$ cat config.mk
export PLATFORM = sky130hd
export DESIGN_NAME = line_fill_unit
export DESIGN_NICKNAME = d
export VERILOG_FILES = /design/src/rtl/cache_pkg.sv /design/src/rtl/rd_valid_pipe.sv /design/src/rtl/line_fill_unit.sv
export SDC_FILE = /design/constraint.sdc
export NUM_CORES = 2
export LEC_CHECK = 0
export CAP_MARGIN = 10
export CORE_ASPECT_RATIO = 0.8
export CORE_UTILIZATION = 50
export DETAILED_ROUTE_END_ITERATION = 10
export PLACE_DENSITY = 0.75
export SLEW_MARGIN = 20
export SYNTH_ARGS = -nofsm -noshare
export SYNTH_HDL_FRONTEND = slang
export SYNTH_HIERARCHICAL = 1
export SYNTH_SLANG_ARGS = --single-unit
$ cat constraint.sdc
create_clock -name clk -period 7 [get_ports clk]
set_input_delay 1.05 -clock clk [delete_from_list [all_inputs] [get_ports clk]]
set_output_delay 1.05 -clock clk [all_outputs]
set_load 0.01 [all_outputs]
$ cat src/rtl/cache_pkg.sv
// ----------------------------------------------------------------------------
// cache_pkg: geometry and state encoding shared by the cache and its line fill unit
// Rev 1.0
// ----------------------------------------------------------------------------
`default_nettype none

package cache_pkg;
  localparam int DEF_DATA_WIDTH    = 32;
  localparam int DEF_ADDRESS_WIDTH = 30;
  localparam int DEF_BLOCK_SIZE    = 3;
  localparam int DEF_MEM_LATENCY   = 2;

  localparam int S         = 2**DEF_BLOCK_SIZE;
  localparam int JUST_DATA = DEF_DATA_WIDTH*S;

  typedef enum logic [1:0] {
    IDLE  = 2'd0,
    WRITE = 2'd1,
    READ  = 2'd2,
    RESP  = 2'd3
  } lfu_state_t;
endpackage

`default_nettype wire

$ cat src/rtl/rd_valid_pipe.sv
// ----------------------------------------------------------------------------
// rd_valid_pipe: delays read-issue strobes by the memory latency to mark capture cycles
// Rev 1.0
// ----------------------------------------------------------------------------
`default_nettype none

module rd_valid_pipe #(
  parameter int DEPTH = 2
) (
  input  logic clk,
  input  logic rst_n,
  input  logic issue,
  output logic capture
);
  logic [DEPTH-1:0] stages;

  generate
    if (DEPTH == 1) begin : g_single
      always_ff @(posedge clk or negedge rst_n) begin
        if (!rst_n) stages <= '0;
        else        stages <= issue;
      end
    end else begin : g_shift
      always_ff @(posedge clk or negedge rst_n) begin
        if (!rst_n) stages <= '0;
        else        stages <= {stages[DEPTH-2:0], issue};
      end
    end
  endgenerate

  assign capture = stages[DEPTH-1];
endmodule

`default_nettype wire

$ cat src/rtl/line_fill_unit.sv
// ----------------------------------------------------------------------------
// line_fill_unit: serves whole-block fills and writes against a word-wide memory
// Rev 1.0
// ----------------------------------------------------------------------------
`default_nettype none

module line_fill_unit
  import cache_pkg::*;
#(
  parameter int DATA_WIDTH    = DEF_DATA_WIDTH,
  parameter int ADDRESS_WIDTH = DEF_ADDRESS_WIDTH,
  parameter int BLOCK_SIZE    = DEF_BLOCK_SIZE,
  parameter int MEM_LATENCY   = DEF_MEM_LATENCY
) (
  input  logic                                clk,
  input  logic                                rst_n,
  input  logic                                req_valid,
  input  logic                                req_write,
  input  logic [ADDRESS_WIDTH-1:0]            req_addr,
  input  logic [DATA_WIDTH*(2**BLOCK_SIZE)-1:0] req_wdata,
  output logic                                req_ready,
  output logic                                resp_valid,
  output logic [DATA_WIDTH*(2**BLOCK_SIZE)-1:0] resp_data,
  output logic [ADDRESS_WIDTH-1:0]            mem_addr,
  output logic                                mem_re,
  output logic                                mem_we,
  output logic [DATA_WIDTH-1:0]               mem_wdata,
  input  logic [DATA_WIDTH-1:0]               mem_rdata
);
  localparam int NWORDS   = 2**BLOCK_SIZE;
  localparam int BLK_BITS = DATA_WIDTH*NWORDS;
  localparam int TAG_BITS = ADDRESS_WIDTH-BLOCK_SIZE;
  localparam logic [BLOCK_SIZE-1:0] LAST = '1;

  lfu_state_t            state;
  logic [TAG_BITS-1:0]   blk;
  logic [BLK_BITS-1:0]   wbuf;
  logic [BLK_BITS-1:0]   asm_q;
  logic [BLK_BITS-1:0]   asm_nxt;
  logic [BLOCK_SIZE-1:0] k;
  logic [BLOCK_SIZE-1:0] k_nxt;
  logic [BLOCK_SIZE-1:0] c;
  logic                  cap;
  logic                  unused_offset;

  // The word offset inside the block never matters: every operation covers the whole block.
  assign unused_offset = ^req_addr[BLOCK_SIZE-1:0];
  assign k_nxt         = k + 1'b1;

  always_comb begin
    asm_nxt = asm_q;
    asm_nxt[c*DATA_WIDTH +: DATA_WIDTH] = mem_rdata;
  end

  rd_valid_pipe #(.DEPTH(MEM_LATENCY)) u_rd_valid_pipe (
    .clk     (clk),
    .rst_n   (rst_n),
    .issue   (mem_re),
    .capture (cap)
  );

  always_ff @(posedge clk or negedge rst_n) begin
    if (!rst_n) begin
      state      <= IDLE;
      blk        <= '0;
      wbuf       <= '0;
      asm_q      <= '0;
      k          <= '0;
      c          <= '0;
      req_ready  <= 1'b1;
      resp_valid <= 1'b0;
      resp_data  <= '0;
      mem_addr   <= '0;
      mem_re     <= 1'b0;
      mem_we     <= 1'b0;
      mem_wdata  <= '0;
    end else begin
      case (state)
        IDLE: begin
          if (req_valid && req_ready) begin
            blk       <= req_addr[ADDRESS_WIDTH-1:BLOCK_SIZE];
            wbuf      <= req_wdata;
            k         <= '0;
            c         <= '0;
            req_ready <= 1'b0;
            mem_addr  <= {req_addr[ADDRESS_WIDTH-1:BLOCK_SIZE], {BLOCK_SIZE{1'b0}}};
            if (req_write) begin
              state     <= WRITE;
              mem_we    <= 1'b1;
              mem_wdata <= req_wdata[DATA_WIDTH-1:0];
            end else begin
              state  <= READ;
              mem_re <= 1'b1;
            end
          end
        end
        WRITE: begin
          if (k == LAST) begin
            mem_we     <= 1'b0;
            state      <= RESP;
            resp_valid <= 1'b1;
            resp_data  <= wbuf;
          end else begin
            k         <= k_nxt;
            mem_addr  <= {blk, k_nxt};
            mem_wdata <= wbuf[k_nxt*DATA_WIDTH +: DATA_WIDTH];
          end
        end
        READ: begin
          // Issue and capture run independently; capture may outlast issue when latency > S.
          if (mem_re) begin
            if (k == LAST) begin
              mem_re <= 1'b0;
            end else begin
              k        <= k_nxt;
              mem_addr <= {blk, k_nxt};
            end
          end
          if (cap) begin
            asm_q <= asm_nxt;
            c     <= c + 1'b1;
            if (c == LAST) begin
              state      <= RESP;
              resp_valid <= 1'b1;
              resp_data  <= asm_nxt;
            end
          end
        end
        RESP: begin
          resp_valid <= 1'b0;
          req_ready  <= 1'b1;
          state      <= IDLE;
        end
        default: state <= IDLE;
      endcase
    end
  end
endmodule

`default_nettype wire

* After elaboration in Yosys (flattened, before gate mapping)
Cells that the tools add are included.
Storage, ports and cells: flip-flop bits (word level) 871, bits in latches 0, memory bits (writable) 0, ROM bits 0, input bits 322, word-level logic and storage cells 92, memories 0
Operators by class: $add $sub $neg 3, multiply operators 0, divide/modulo/power cells 0, magnitude comparators 0, eq/ne operators 13, shifts and indexed selects 3, mux-type cells 40, bitwise gates (word level) 0, reductions and logical operators 19
Operator list (number):
- $mux 256 | 3
- $pmux 256 s2 | 1
- $bwmux 256 | 1
- $shift 32x34->256 const A | 1
- $shiftx 256x9->32 | 1
- $shiftx 32x34->256 | 1
- $mux 32 | 3
- $mux 30 | 3
- $pmux 30 s3 | 1
- $pmux 32 s2 | 1
- $neg 8->34 | 1
- $reduce_and 4->1 | 5
- $ne 2x2->1 const B | 7
- $mux 3 | 4
- $mux 1 | 11
- $mux 2 | 5
- $pmux 3 s3 | 1
- $reduce_and 3->1 | 3
- $pmux 2 s4 | 1
- $reduce_bool 2->1 | 4
- $add 3x1->3 const B | 2
- $eq 3x3->1 const B | 2
- $pmux 1 s2 | 3
- $pmux 3 s2 | 1
- 8 further kinds | 12

* Longest topological paths before layout
depth in word-level cells 6, depth in mapped cells 13, gate-level depth less buffers 7

* By module
The synthesis kept the hierarchy.
Modules (own cells, without submodules):
- line_fill_unit | times used 1, cells an instance 3678, area an instance 40430.0 µm²
- rd_valid_pipe | times used 1, cells an instance 2, area an instance 50.0 µm²

* Least setup slack after synthesis
OpenSTA, ideal clock, no wires.
path type register to register, start point register c[0], end point register resp_data[209], data arrival time 2.361 ns, required time 6.920 ns, path slack 4.558 ns, stages on the path, launching flop included 13, path buffers 5, clock period less this slack 2.442 ns, cell sequence dfrtp_1 -> buf_2 -> buf_4 -> inv_2 -> ha_1 -> ha_1 -> buf_2 -> nor2b_1 -> clkbuf_1 -> buf_1 -> a21oi_1 -> a21o_1 -> o211ai_2
On the way: cells in the longest elaborated chain, start to end 6, elaborated cells on any way between the ends 10, those cells by class add/sub: 1; eq/ne: 2; shift: 2; mux: 4; reduce/logical: 1
Ends and longest elaborated chain:
- start, declared | RTL line line_fill_unit.sv:42 | logic [BLOCK_SIZE-1:0] c;
- start signal, assigned | RTL line line_fill_unit.sv:121 | c <= c + 1'b1;
- $neg 8->34 | RTL line line_fill_unit.sv:52 | asm_nxt[c*DATA_WIDTH +: DATA_WIDTH] = mem_rdata;
- $shiftx 32x34->256 / $shift 32x34->256 (equally long branches) | RTL line line_fill_unit.sv:52
- $bwmux 256 | RTL line line_fill_unit.sv:52
- $mux 256 | RTL line line_fill_unit.sv:122 | if (c == LAST) begin
- $mux 256 | RTL line line_fill_unit.sv:119 | if (cap) begin
- $pmux 256 s2 | RTL line line_fill_unit.sv:78 | case (state)
- end signal, assigned | RTL line line_fill_unit.sv:102 | resp_data <= wbuf;
- end signal, assigned | RTL line line_fill_unit.sv:125 | resp_data <= asm_nxt;
- end, declared | RTL line line_fill_unit.sv:23 | output logic [DATA_WIDTH*(2**BLOCK_SIZE)-1:0] resp_data,
Several ways; a longest one is shown, not always the timed one. The select of a mux whose other input is x is not followed. A chain may end at the register's enable or synchronous reset.

* Final worst setup path
start point register c[0], end point register resp_data[225]
Same word-level chain as after synthesis.

==> impl.org <==
** Clocking
- TritonCTS built the clock tree.
- Number of buffers on the longest clock path :: 3
- In this run, post-CTS repair resized a total of 0 instances.
- CTS placed an instance of clkbuf_16 at the clock tree root.
- Number of buffers inserted during clock tree synthesis :: 87
- Clk Latency, worst-skew pair :: 660 ps
- H-tree depth reported by CTS :: 3
- Cts-stage hold buffer count :: 0
- Number of setup buffers added after CTS :: 0
- CTS clock-pin slew for the worst setup and hold paths :: 70 ps
- Clock tree synthesis found a total of 868 sinks.

** Layout
- The post-route netlist has 16.5% of its cells at a drive strength greater than 1.
- From synthesis to final layout, the design area changed by 24.7%.
- Count of fill cells added during filler insertion :: 6,379
- For this run, the post-layout net count is 4,479.

** Critical path
- Data on the critical path is required at its endpoint by 7570 ps.
- At the worst endpoint, the arrival time is 5170 ps.
- Of all nets on the critical path, the largest fanout is 73.
- Launching element type of the critical path :: flip-flop
- The worst setup path is captured at a flip-flop.
- By startpoint and endpoint, the worst setup path is classified as reg2reg.

** STA
- After layout, the minimum clock period comes to 4600 ps.
- Setup repair after global routing left no endpoint under its margin.
- In the finished design, the share of the clock period the worst path needs comes to 65.7%.
- Between clock sinks in the finished design, the worst skew comes to 21.8 ps.
- Max transition margin :: 25.4%
- Setup violations remaining at the end of the flow were counted as 0.
- Max Fclk :: 217 MHz
- Final TNS setup :: 0 ps
- The number of endpoints with negative hold slack in the final report is 0.
- Worst-margin pin slew :: 1120 ps
- Setup slack closes at 2400 ps.
- The number of max-slew violations in the final report was 0.

** Detailed routing
- Detailed router's first-iteration violation count :: 3,317
- Across all layers, the routed design uses 32,600 vias.
- Routed wire length per instance :: 28.2 microns
- Number of detailed-routing iterations run before antenna repair :: 6
- Routed wire length :: 149,000 microns
- Residual DRC count :: 0
- Drt via density :: 6.19
- The count of nets left with antenna violations once routing finished came out at 0.

** Global route
- The number of global-route vias before repair was 31,800.
- First-pass GRT wire length :: 218,000 microns
- Global-route usage over all layers :: 36.0%
- After global routing the overflow that remains totals 0.
- The number of antenna violations at the first check in global routing came to 32.
- Pin count of the biggest net entering global routing :: 172

** Logic synthesis
- Among all cell types in the netlist, the one instantiated most often is dfrtp_1.
- Synthesis produced a netlist with a net count of 4,015.
- The most used flip-flop cell after synthesis is dfrtp_1.
- Portion of synthesized cell area occupied by the leading cell type :: 53.6%
- The largest total area in the synthesized netlist belongs to dfrtp_1.
- Ranked by total cell area, the synthesized netlist is headed by dfrtp_1, mux2_2, nand2_1.
- Ranked by instance count, the synthesized netlist is headed by dfrtp_1, nand2_1, mux2_2.
- The synthesized netlist occupies a cell area of 0.0405 sq mm.
- Synthesized area per cell :: 11.0 sq um
- Number of unique standard cell types used by synthesis :: 54
- Proportion of synthesized flip-flops having asynchronous set or reset :: 100%
- Yosys printed 6 warnings.
- Count of flip-flops with a built-in enable after synthesis :: 0
- Sequential cells were found to cover 53.7% of the synthesized design area.
- Flops & latches, synth :: 868
- Synthesis produced a netlist whose cell count is 3,680.

** Floorplanning
- 644 I/O pins were placed.
- Number of placement rows :: 92
- The region available for standard cell placement spans 0.0794 sq mm.
- Die width :: 320 microns
- From bottom edge to top edge, the die measures 256 microns.
- Area enclosed by the die boundary :: 0.0821 sq mm
- Initial core utilization :: 51.0%

** Pwr
- Max IR drop VDD :: 447 uV
- Pwr per Cell Area :: 581 mW/mm^2
- Cell leakage power :: 22.5 nW

** Placed design
- The count of buffers added on input and output ports is 640.
- DP Worst Slack :: 2540 ps
- Placer congestion estimate :: 0.981
- Once detailed placement completed, the half-perimeter wirelength came to 101,000 microns.

** Worst hold path
- In this run the worst hold path is classified as reg2reg.

** Run
- Number of max-cap violations :: 0

** Run status
- The flow ran to the end, and the final reports show no timing, DRC or antenna violations.
## through the flow
stage | area, sq um | power (W) | utilization, % | hold WS (ps) | cells
after floorplan | 40500 | 0.0180 | - | 331 | 3680
after global placement | 47400 | 0.0237 | 59.6 | 335 | 5089
after detailed placement | 47400 | 0.0241 | 59.6 | 337 | 5089
after CTS | 50500 | 0.0293 | 63.5 | 351 | 5247
after global routing | 50500 | 0.0307 | 63.6 | 369 | 5253
final | 50500 | 0.0293 | 63.6 | 352 | 5262
## layout by cell type (no fill, tap or decap), types with 4 or more instances in the layout
cell type,count
a211oi_1,32
a21o_1,128
a21oi_1,127
a22o_1,98
and2_1,38
buf_12,8
buf_4,42
bufinv_16,12
clkbuf_1,16
clkbuf_16,91
clkbuf_8,20
clkdlybuf4s50_1,639
clkinv_2,11
dfrtp_1,866
diode_2,15
ha_1,8
inv_1,11
mux2_2,314
mux2i_1,124
mux4_2,64
nand2_1,581
nand3_1,165
nand3_2,4
nor2_1,260
o211ai_1,166
o211ai_2,90
o21ai_0,213
o21ai_1,20
## worst paths after layout
check	from	cells after the start	slack (ps)	end
min	u_rd_valid_pipe/stages[0]	0	350	u_rd_valid_pipe/stages[1]
max	c[0]	8	2400	resp_data[225]
max reg2reg	c[0]	8	2400	resp_data[225]
min in group asynchronous	rst_n	1	450	wbuf[68]
min reg2reg	u_rd_valid_pipe/stages[0]	0	350	u_rd_valid_pipe/stages[1]
max in group asynchronous	rst_n	2	5030	resp_data[171]
## logic make-up (layout without fill, tap and decap cells)
logic type	Yosys count	count (layout)	share of synthesized area (%)
buf+inv	329	862	3.78
compound gates	893	893	15.8
flops	868	868	53.7
mux	502	502	15.4
other cells	0	15	0
fa+ha+maj	13	13	0.402
simple gates	1075	1075	11.0
## flip-flops by register name (all words and copies together), names as in the netlist
signal	cells
mem_wdata	32
wbuf	256
resp_data	256
state	2
k	2
mem_we	1
req_ready	1
mem_addr	28
c	3
mem_re	1
asm_q	256
blk	27
u_rd_valid_pipe/stages	2
resp_valid	1
## worst max-delay path, stage by stage (launching register included)
cell and delay, ps:
dfrtp_1 950, ha_1 370, ha_1 180, a21bo_2 180, and3_4 620, buf_4 710, buf_4 890, nand3_1 270
o211ai_2 150
## per-layer routing
layer	global-route usage (%)	routed length, microns	vias up
met5	0	274	-
met4	19.5	9570	42
met3	8.94	12700	394
met2	59.0	71400	1628
met1	43.9	54700	16500
li1	-	-	14000
## report_power, final
part	internal [W]	total, W	switching, W
clock	0.00303	0.00511	0.00207
combinational	0.00624	0.0144	0.00820
sequential	0.00758	0.00978	0.00220
total	0.0169	0.0293	0.0125
## area by class of cell
type | instances | area, sq um | share of cell area (%)
antenna | 15 | 37.5 | 0.0743
clock buffer | 127 | 2610 | 5.17
clock inverter | 31 | 483 | 0.956
inverter | 14 | 55.1 | 0.109
multi-input combinational | 2483 | 17400 | 34.5
sequential | 868 | 21700 | 43.0
tap | 1034 | 1290 | 2.56
timing repair buffer | 690 | 6890 | 13.6
No activity file was read; power rests on OpenSTA's default activity.
